**src/rtl/draw_scheduler_if.sv**
```systemverilog
// Rectangle request bus between the frame scheduler (master) and the rectangle drawer (slave).
interface draw_if;
   logic [7:0] start_x;
   logic [6:0] start_y;
   logic [3:0] width;
   logic [3:0] height;
   logic [2:0] color;
   logic       draw;
   logic       done;

   modport master (output start_x, start_y, width, height, color, draw, input done);
   modport slave  (input start_x, start_y, width, height, color, draw, output done);
endinterface

```
**src/rtl/draw_scheduler.sv**
```systemverilog
// Per-frame sprite scheduler: erases last frame's rectangles, then draws this frame's,
// one rectangle at a time through a draw/done handshake.
module draw_scheduler #(
   parameter logic [3:0] OBJ_W     = 4'd10,
   parameter logic [3:0] OBJ_H     = 4'd10,
   parameter logic [2:0] BG_COLOUR = 3'b000
) (
   input  logic        i_clk,
   input  logic        i_reset,
   input  logic        i_frame_tick,
   input  logic [39:0] i_obj_x,
   input  logic [34:0] i_obj_y,
   input  logic [14:0] i_obj_c,
   input  logic [4:0]  i_obj_valid,
   draw_if.master      m_drw,
   output logic        o_busy,
   output logic        o_frame_done,
   output logic        o_overrun
);

   typedef enum logic [2:0] {
      IDLE, SNAP, ERASE_REQ, ERASE_WAIT, DRAW_REQ, DRAW_WAIT, FINISH
   } state_t;

   state_t          r_state;
   logic [2:0]      r_slot;
   logic [4:0][7:0] r_new_x, r_old_x;
   logic [4:0][6:0] r_new_y, r_old_y;
   logic [4:0][2:0] r_new_c;
   logic [4:0]      r_new_v, r_old_v;
   logic [7:0]      r_start_x;
   logic [6:0]      r_start_y;
   logic [2:0]      r_color;
   logic            r_draw, r_busy, r_frame_done, r_overrun;

   logic [4:0][7:0] w_obj_x;
   logic [4:0][6:0] w_obj_y;
   logic [4:0][2:0] w_obj_c;
   logic            w_last;

   assign w_obj_x = i_obj_x;
   assign w_obj_y = i_obj_y;
   assign w_obj_c = i_obj_c;
   assign w_last  = (r_slot == 3'd4);

   assign m_drw.start_x = r_start_x;
   assign m_drw.start_y = r_start_y;
   assign m_drw.width   = OBJ_W;
   assign m_drw.height  = OBJ_H;
   assign m_drw.color   = r_color;
   assign m_drw.draw    = r_draw;
   assign o_busy        = r_busy;
   assign o_frame_done  = r_frame_done;
   assign o_overrun     = r_overrun;

   always_ff @(posedge i_clk) begin
      if (i_reset) begin
         r_state      <= IDLE;
         r_slot       <= 3'd0;
         r_new_x      <= '0;
         r_new_y      <= '0;
         r_new_c      <= '0;
         r_new_v      <= '0;
         r_old_x      <= '0;
         r_old_y      <= '0;
         r_old_v      <= '0;
         r_start_x    <= '0;
         r_start_y    <= '0;
         r_color      <= '0;
         r_draw       <= 1'b0;
         r_busy       <= 1'b0;
         r_frame_done <= 1'b0;
         r_overrun    <= 1'b0;
      end else begin
         r_draw       <= 1'b0;
         r_frame_done <= 1'b0;
         // A tick is only accepted in a quiet IDLE; during the frame_done cycle it is dropped too.
         if (i_frame_tick && (r_state != IDLE || r_frame_done))
            r_overrun <= 1'b1;

         case (r_state)
            IDLE: begin
               if (i_frame_tick && !r_frame_done) begin
                  r_state <= SNAP;
                  r_busy  <= 1'b1;
               end
            end
            SNAP: begin
               r_new_x <= w_obj_x;
               r_new_y <= w_obj_y;
               r_new_c <= w_obj_c;
               r_new_v <= i_obj_valid;
               r_slot  <= 3'd0;
               r_state <= ERASE_REQ;
            end
            ERASE_REQ: begin
               if (r_old_v[r_slot]) begin
                  r_start_x <= r_old_x[r_slot];
                  r_start_y <= r_old_y[r_slot];
                  r_color   <= BG_COLOUR;
                  r_draw    <= 1'b1;
                  r_state   <= ERASE_WAIT;
               end else if (w_last) begin
                  r_slot  <= 3'd0;
                  r_state <= DRAW_REQ;
               end else begin
                  r_slot <= r_slot + 3'd1;
               end
            end
            ERASE_WAIT: begin
               if (m_drw.done) begin
                  if (w_last) begin
                     r_slot  <= 3'd0;
                     r_state <= DRAW_REQ;
                  end else begin
                     r_slot  <= r_slot + 3'd1;
                     r_state <= ERASE_REQ;
                  end
               end
            end
            DRAW_REQ: begin
               if (r_new_v[r_slot]) begin
                  r_start_x <= r_new_x[r_slot];
                  r_start_y <= r_new_y[r_slot];
                  r_color   <= r_new_c[r_slot];
                  r_draw    <= 1'b1;
                  r_state   <= DRAW_WAIT;
               end else if (w_last) begin
                  r_state <= FINISH;
               end else begin
                  r_slot <= r_slot + 3'd1;
               end
            end
            DRAW_WAIT: begin
               if (m_drw.done) begin
                  if (w_last) begin
                     r_state <= FINISH;
                  end else begin
                     r_slot  <= r_slot + 3'd1;
                     r_state <= DRAW_REQ;
                  end
               end
            end
            FINISH: begin
               r_old_x      <= r_new_x;
               r_old_y      <= r_new_y;
               r_old_v      <= r_new_v;
               r_slot       <= 3'd0;
               r_frame_done <= 1'b1;
               r_busy       <= 1'b0;
               r_state      <= IDLE;
            end
            default: r_state <= IDLE;
         endcase
      end
   end

endmodule

```
**src/flat_wrapper.sv**
```systemverilog
// flat-port wrapper written by rule: the top's interface ports become plain ports
module draw_scheduler_flat 
#(
   parameter logic [3:0] OBJ_W     = 4'd10,
   parameter logic [3:0] OBJ_H     = 4'd10,
   parameter logic [2:0] BG_COLOUR = 3'b000
)
  (i_clk, i_reset, i_frame_tick, i_obj_x, i_obj_y, i_obj_c, i_obj_valid, o_busy, o_frame_done, o_overrun, m_drw_start_x, m_drw_start_y, m_drw_width, m_drw_height, m_drw_color, m_drw_draw, m_drw_done);
  draw_if m_drw_i ();
  input  logic i_clk;
  input  logic i_reset;
  input  logic i_frame_tick;
  input  logic [39:0] i_obj_x;
  input  logic [34:0] i_obj_y;
  input  logic [14:0] i_obj_c;
  input  logic [4:0] i_obj_valid;
  output logic o_busy;
  output logic o_frame_done;
  output logic o_overrun;
  output wire logic [$bits(m_drw_i.start_x)-1:0] m_drw_start_x;
  output wire logic [$bits(m_drw_i.start_y)-1:0] m_drw_start_y;
  output wire logic [$bits(m_drw_i.width)-1:0] m_drw_width;
  output wire logic [$bits(m_drw_i.height)-1:0] m_drw_height;
  output wire logic [$bits(m_drw_i.color)-1:0] m_drw_color;
  output wire logic [$bits(m_drw_i.draw)-1:0] m_drw_draw;
  input wire logic [$bits(m_drw_i.done)-1:0] m_drw_done;
  assign m_drw_start_x = m_drw_i.start_x;
  assign m_drw_start_y = m_drw_i.start_y;
  assign m_drw_width = m_drw_i.width;
  assign m_drw_height = m_drw_i.height;
  assign m_drw_color = m_drw_i.color;
  assign m_drw_draw = m_drw_i.draw;
  assign m_drw_i.done = m_drw_done;
  draw_scheduler #(.OBJ_W(OBJ_W), .OBJ_H(OBJ_H), .BG_COLOUR(BG_COLOUR)) u_core (.i_clk(i_clk), .i_reset(i_reset), .i_frame_tick(i_frame_tick), .i_obj_x(i_obj_x), .i_obj_y(i_obj_y), .i_obj_c(i_obj_c), .i_obj_valid(i_obj_valid), .m_drw(m_drw_i), .o_busy(o_busy), .o_frame_done(o_frame_done), .o_overrun(o_overrun));
endmodule
```
**config.mk**
```make
export PLATFORM = sky130hd
export DESIGN_NAME = draw_scheduler_flat
export DESIGN_NICKNAME = d
export VERILOG_FILES = /design/src/rtl/draw_scheduler_if.sv /design/src/rtl/draw_scheduler.sv /design/src/flat_wrapper.sv
export SDC_FILE = /design/constraint.sdc
export NUM_CORES = 1
export LEC_CHECK = 0
export CAP_MARGIN = 0
export CELL_PAD_IN_SITES_DETAIL_PLACEMENT = 1
export CELL_PAD_IN_SITES_GLOBAL_PLACEMENT = 2
export CORE_MARGIN = 10
export CORE_UTILIZATION = 29
export DETAILED_ROUTE_END_ITERATION = 16
export PLACE_DENSITY = 0.81
export RECOVER_POWER = 25
export SKIP_CTS_REPAIR_TIMING = 1
export SYNTH_ARGS = -nofsm -noshare
export SYNTH_HDL_FRONTEND = slang
export SYNTH_SLANG_ARGS = --single-unit
```
**constraint.sdc**
```tcl
create_clock -name i_clk -period 1.8 [get_ports i_clk]
set_input_delay 0.27 -clock i_clk [delete_from_list [all_inputs] [get_ports i_clk]]
set_output_delay 0.27 -clock i_clk [all_outputs]
set_load 0.005 [all_outputs]
```
### After elaboration in Yosys (flattened, before gate mapping)

Cells that the tools add are included.

* flip-flop bits (word level): 203
* bits in latches: 0
* RAM bits: 0
* bits in read-only memories: 0
* output and inout bits: 30
* logic and storage cells: 114
* memories kept: 0

* add/subtract/negate cells: 1
* multipliers: 0
* div/mod/pow operators: 0
* order comparisons: 1
* equality and inequality tests: 16
* shift operators: 0
* mux-type cells: 46
* bitwise logic cells: 0
* reduce and logical (&&, ||, !) cells: 14

Operators by type and width (number)
* $mux W3: 17
* $bmux W8 S3: 2
* $bmux W7 S3: 2
* $mux W8: 4
* $mux W7: 4
* $pmux W3 S6: 1
* $pmux W8 S2: 1
* $pmux W3 S5: 1
* $pmux W7 S2: 1
* $eq A3 B3 Y1 const B: 4
* $reduce_and A5 Y1: 2
* $bmux W3 S3: 1
* $ne A2 B2 Y1 const B: 4
* $bmux W1 S3: 2
* $eq A3 B2 Y1 const B: 2
* $mux W1: 6
* $ne A2 B1 Y1 const B: 3
* $ne A3 B1 Y1 const B: 2
* $pmux W3 S2: 1
* $reduce_bool A5 Y1: 1
* $lt A3 B4 Y1 const B: 1
* $pmux W1 S2: 2
* $reduce_bool A2 Y1: 2
* $add A3 B1 Y3 const B: 1
* other kinds (10): 11

### Depth between registers and ports, before layout

* word-level depth: 4
* depth in mapped cells: 10
* mapped depth without buffers: 7

### Worst setup path after synthesis

No wires, ideal clock.

* path type: register to register
* start point: register u_core.r_slot[1]
* end point: register u_core.r_slot[2]
* library setup time: 0.070 ns
* data arrival time: 1.888 ns
* data required time: 1.730 ns
* slack: -0.158 ns
* stages on the path, launching flop included: 10
* buffers on the path: 2
* path through: dfxtp_1 > buf_2 > buf_2 > inv_1 > ha_1 > nand2_1 > a21boi_0 > nor4b_1 > nand4_1 > a21oi_1

* longest elaborated chain between the ends: 4

Ends and longest elaborated chain
* start: declaration: RTL line draw_scheduler.sv:26 `logic [2:0] r_slot;`
* start signal: assignment: RTL line draw_scheduler.sv:107 `r_slot <= r_slot + 3'd1;`
* start signal: assignment: RTL line draw_scheduler.sv:116 `r_slot <= r_slot + 3'd1;`
* start signal: assignment: RTL line draw_scheduler.sv:131 `r_slot <= r_slot + 3'd1;`
* $add A3 B1 Y3, or another cell as far along
* $mux W3, or another cell as far along: RTL line draw_scheduler.sv:128, draw_scheduler.sv:136
* $mux W3, or another cell as far along: RTL line draw_scheduler.sv:135 `if (m_drw.done) begin`
* $pmux W3 S5 or $reduce_and A5 Y1 (tied branches)

Several ways; a longest one is shown, not always the timed one. The select of a mux whose other input is x is not followed.
A chain may end at the register's enable or synchronous reset.

### Worst setup path in the final report

* start point: register u_core.r_slot[0]
* end point: register u_core.r_start_y[3] (netlist: u_core.m_drw.start_y[3])

* longest elaborated chain between the ends: 4

Ends and longest elaborated chain
* $bmux W7 S3, or another cell as far along: RTL line draw_scheduler.sv:124 `r_start_y <= r_new_y[r_slot];`
* $mux W7 (not written as such), or another cell as far along: RTL line draw_scheduler.sv:124
* $mux W7, or another cell as far along: RTL line draw_scheduler.sv:122 `if (r_new_v[r_slot]) begin`
* $pmux W7 S2 or $reduce_and A3 Y1 (tied branches)
* end signal: assignment: RTL line draw_scheduler.sv:99 `r_start_y <= r_old_y[r_slot];`
* end signal: assignment: RTL line draw_scheduler.sv:124
* end: declaration: RTL line draw_scheduler.sv:32 `logic [6:0] r_start_y;`

Several ways; a longest one is shown, not always the timed one. The select of a mux whose other input is x is not followed.

==> results.cfg <==
[critical_path]
r2r.worst_path.cells = 7
cp_data_required_time_ps = 2210
start_kind = flip-flop
critPathCaptureType = flip-flop
cp.arrival_ps = 2250
crit_type = flip-flop to flip-flop
worstPathMaxFanout = 10

[yosys]
synth_edf_count = 0
synth_area_leaders = dfxtp_1 (46%), nand2_1 (15%), a21oi_1 (12%), mux4_2 (8.5%), clkbuf_1 (2.0%)
ys_top_cells_by_count = nand2_1 (359), a21oi_1 (207), dfxtp_1 (203)
syn_area_um2 = 8770
yosys.area.top_type = dfxtp_1
synth_top_area_share = 0.463
seq_area_frac_synth = 0.463
synth.most_common_cell = nand2_1
async_reset_ff_frac = 0
ys_warn_count = 0
synthFlopType = dfxtp_1
yosys_register_bits = 203
ys_types = 56
synthCells = 1050
syn_avg_cell_area_um2 = 8.35

[global_routing]
grt_usage = 0.146
grt_max_degree = 62
grt.overflow.total = 0
grt_pass1_wl_mm = 45.7
antenna_found_initial = 1
grt_pass1_vias = 8116

[timing]
holdWs_ps = 25.2
timing.final.ws_setup_ps = -39.9
skew_ps = 7.72
timing.fmax_mhz = 544
post-route-period-util = 1.02
final-setup-viol-count = 6
period_needed_ps = 1840
hold_viol = 0
maxSlewViolCount = 0
rsz0062_at_grt = true

[finish]
final_net_count = 1273
final_core_util = 0.394
antenna_cells = 0
syn_to_final_growth_pct = 33.4
final_layout_size_suffix_gt1_frac = 0.154

[power]
finalPower_mw = 14.4
ir_drop_v = 0.000674
p_leak_nw = 3.90
p_per_area_nw_per_um2 = 1230

[die]
rows = 63
die_w_um = 194
ioPinCount = 129
die_area_um2 = 37600
initial_core_util = 0.295
coreArea_um2 = 29700
die_h_um = 194

[clock_network]
cts-root-buf = clkbuf_16
htreeDepth = 1
cts_buffer_depth = 3
numCtsBuffers = 24
clk_latency_ps = 520
cts_tree = yes
clock-sinks = 203
clk_pin_slew_ps = 60

[drt]
drt_first_iter_violations = 427
post_drt_wl_per_cell_um = 18.3
num_vias = 7812
viasPerCell = 4.95
drtPass1Iterations = 5
drt_wl_total_mm = 28.9
drc_errors = 0
ant_nets = 0

[flow_run]
cap_violations = 0

[worst_hold_path]
hold_depth = 2
hp-class = input port to flip-flop

[status]
status = finished with violations
violations = setup timing

[placement]
gp_congestion = 0.796
port_buffers = 120
dpl.hpwl_mm = 20.4
[flip-flops by register name (all words and copies together), names as in the netlist, 3 cells and up]
register,count
u_core.r_new_v,5
u_core.m_drw.start_x,8
u_core.r_state,3
u_core.r_old_y,35
u_core.r_old_v,5
u_core.m_drw.color,3
u_core.r_old_x,40
u_core.r_new_c,15
u_core.r_new_x,40
u_core.r_slot,3
u_core.m_drw.start_y,7
u_core.r_new_y,35
[metal layers]
layer	vias to the layer above	GRT usage	wire length [um]
li1	3811	-	-
met1	3783	0.200	13800
met2	174	0.229	13300
met3	42	0.0268	1230
met4	2	0.0395	605
met5	-	0	9
[cells in the final DEF, fill, tap and decap left out, types with 3 or more instances in the layout]
cell	instances
nand3_2	4
a21oi_2	8
clkinv_2	3
clkbuf_16	25
clkdlybuf4s50_1	119
clkbuf_1	6
mux2i_1	17
buf_12	21
conb_1	8
clkbuf_8	6
a21oi_1	201
o21ai_0	8
inv_1	7
nand3_1	10
o22ai_1	7
dfxtp_1	199
nor3_1	16
a22oi_1	5
a22o_1	3
a221oi_1	3
nand2_1	356
buf_4	40
buf_6	5
nand2b_1	6
nor2_1	7
a221oi_2	6
mux4_2	33
a22oi_2	3
nand4_1	4
[logic make-up (layout without fill, tap and decap cells)]
| group | Yosys count | after routing | share of synthesized area |
|---|---|---|---|
| AO/OA/AOI/OAI | 265 | 265 | 0.171 |
| XOR/XNOR | 1 | 1 | 0.000999 |
| adder cells (fa/ha/maj) | 2 | 2 | 0.00285 |
| buffers and inverters | 104 | 236 | 0.0608 |
| flip-flops | 203 | 203 | 0.463 |
| multiplexers | 52 | 52 | 0.107 |
| other | 2 | 8 | 0.000856 |
| AND/OR/NAND/NOR | 421 | 421 | 0.194 |
[critical path, stage by stage (launching register included)]
cell and delay (ps):
dfxtp_4 440, buf_4 160, clkbuf_16 170, mux4_2 490, mux2i_1 170, o22ai_1 110, a21oi_1 120, nor3_1 60
[final cells by class]
class,instances,area (um2)
clock buffer,36,706
timing repair buffer,187,2010
multi-input combinational,749,4350
sequential,203,4070
fill,3443,18000
inverter,7,26.3
clock inverter,6,46.3
tap,390,488
[stage by stage]
| stage | instances | TNS, ps | setup slack, ps | cell area [um2] |
|---|---|---|---|---|
| after global routing | 1578 | -2060 | -154 | 11700 |
| after detailed placement | 1527 | -1360 | -193 | 10700 |
| final | 1578 | -135 | -39.9 | 11700 |
| after CTS | 1569 | -1970 | -230 | 11500 |
| after floorplan | 1056 | 0 | 8.12 | 8800 |
| after global placement | 1527 | -267 | -56.7 | 10700 |
[path summary, 6_finish.rpt]
check	from	to	slack (ps)
max	u_core.r_slot[0]$_SDFFE_PP0P_	u_core.m_drw.start_y[3]$_SDFFE_PP0P_	-40
min	i_reset	u_core.r_new_v[1]$_SDFFE_PP0P_	30
max reg2reg	u_core.r_slot[0]$_SDFFE_PP0P_	u_core.m_drw.start_y[3]$_SDFFE_PP0P_	-40
min reg2reg	u_core.r_old_x[0]$_SDFFE_PP0P_	u_core.r_old_x[0]$_SDFFE_PP0P_	450
[report_power, final]
group	internal, mW	switching, mW
sequential	4.99	0.512
combinational	2.07	2.25
clock	2.70	1.92
total	9.76	4.68
Power figures use the tool's default switching activity.
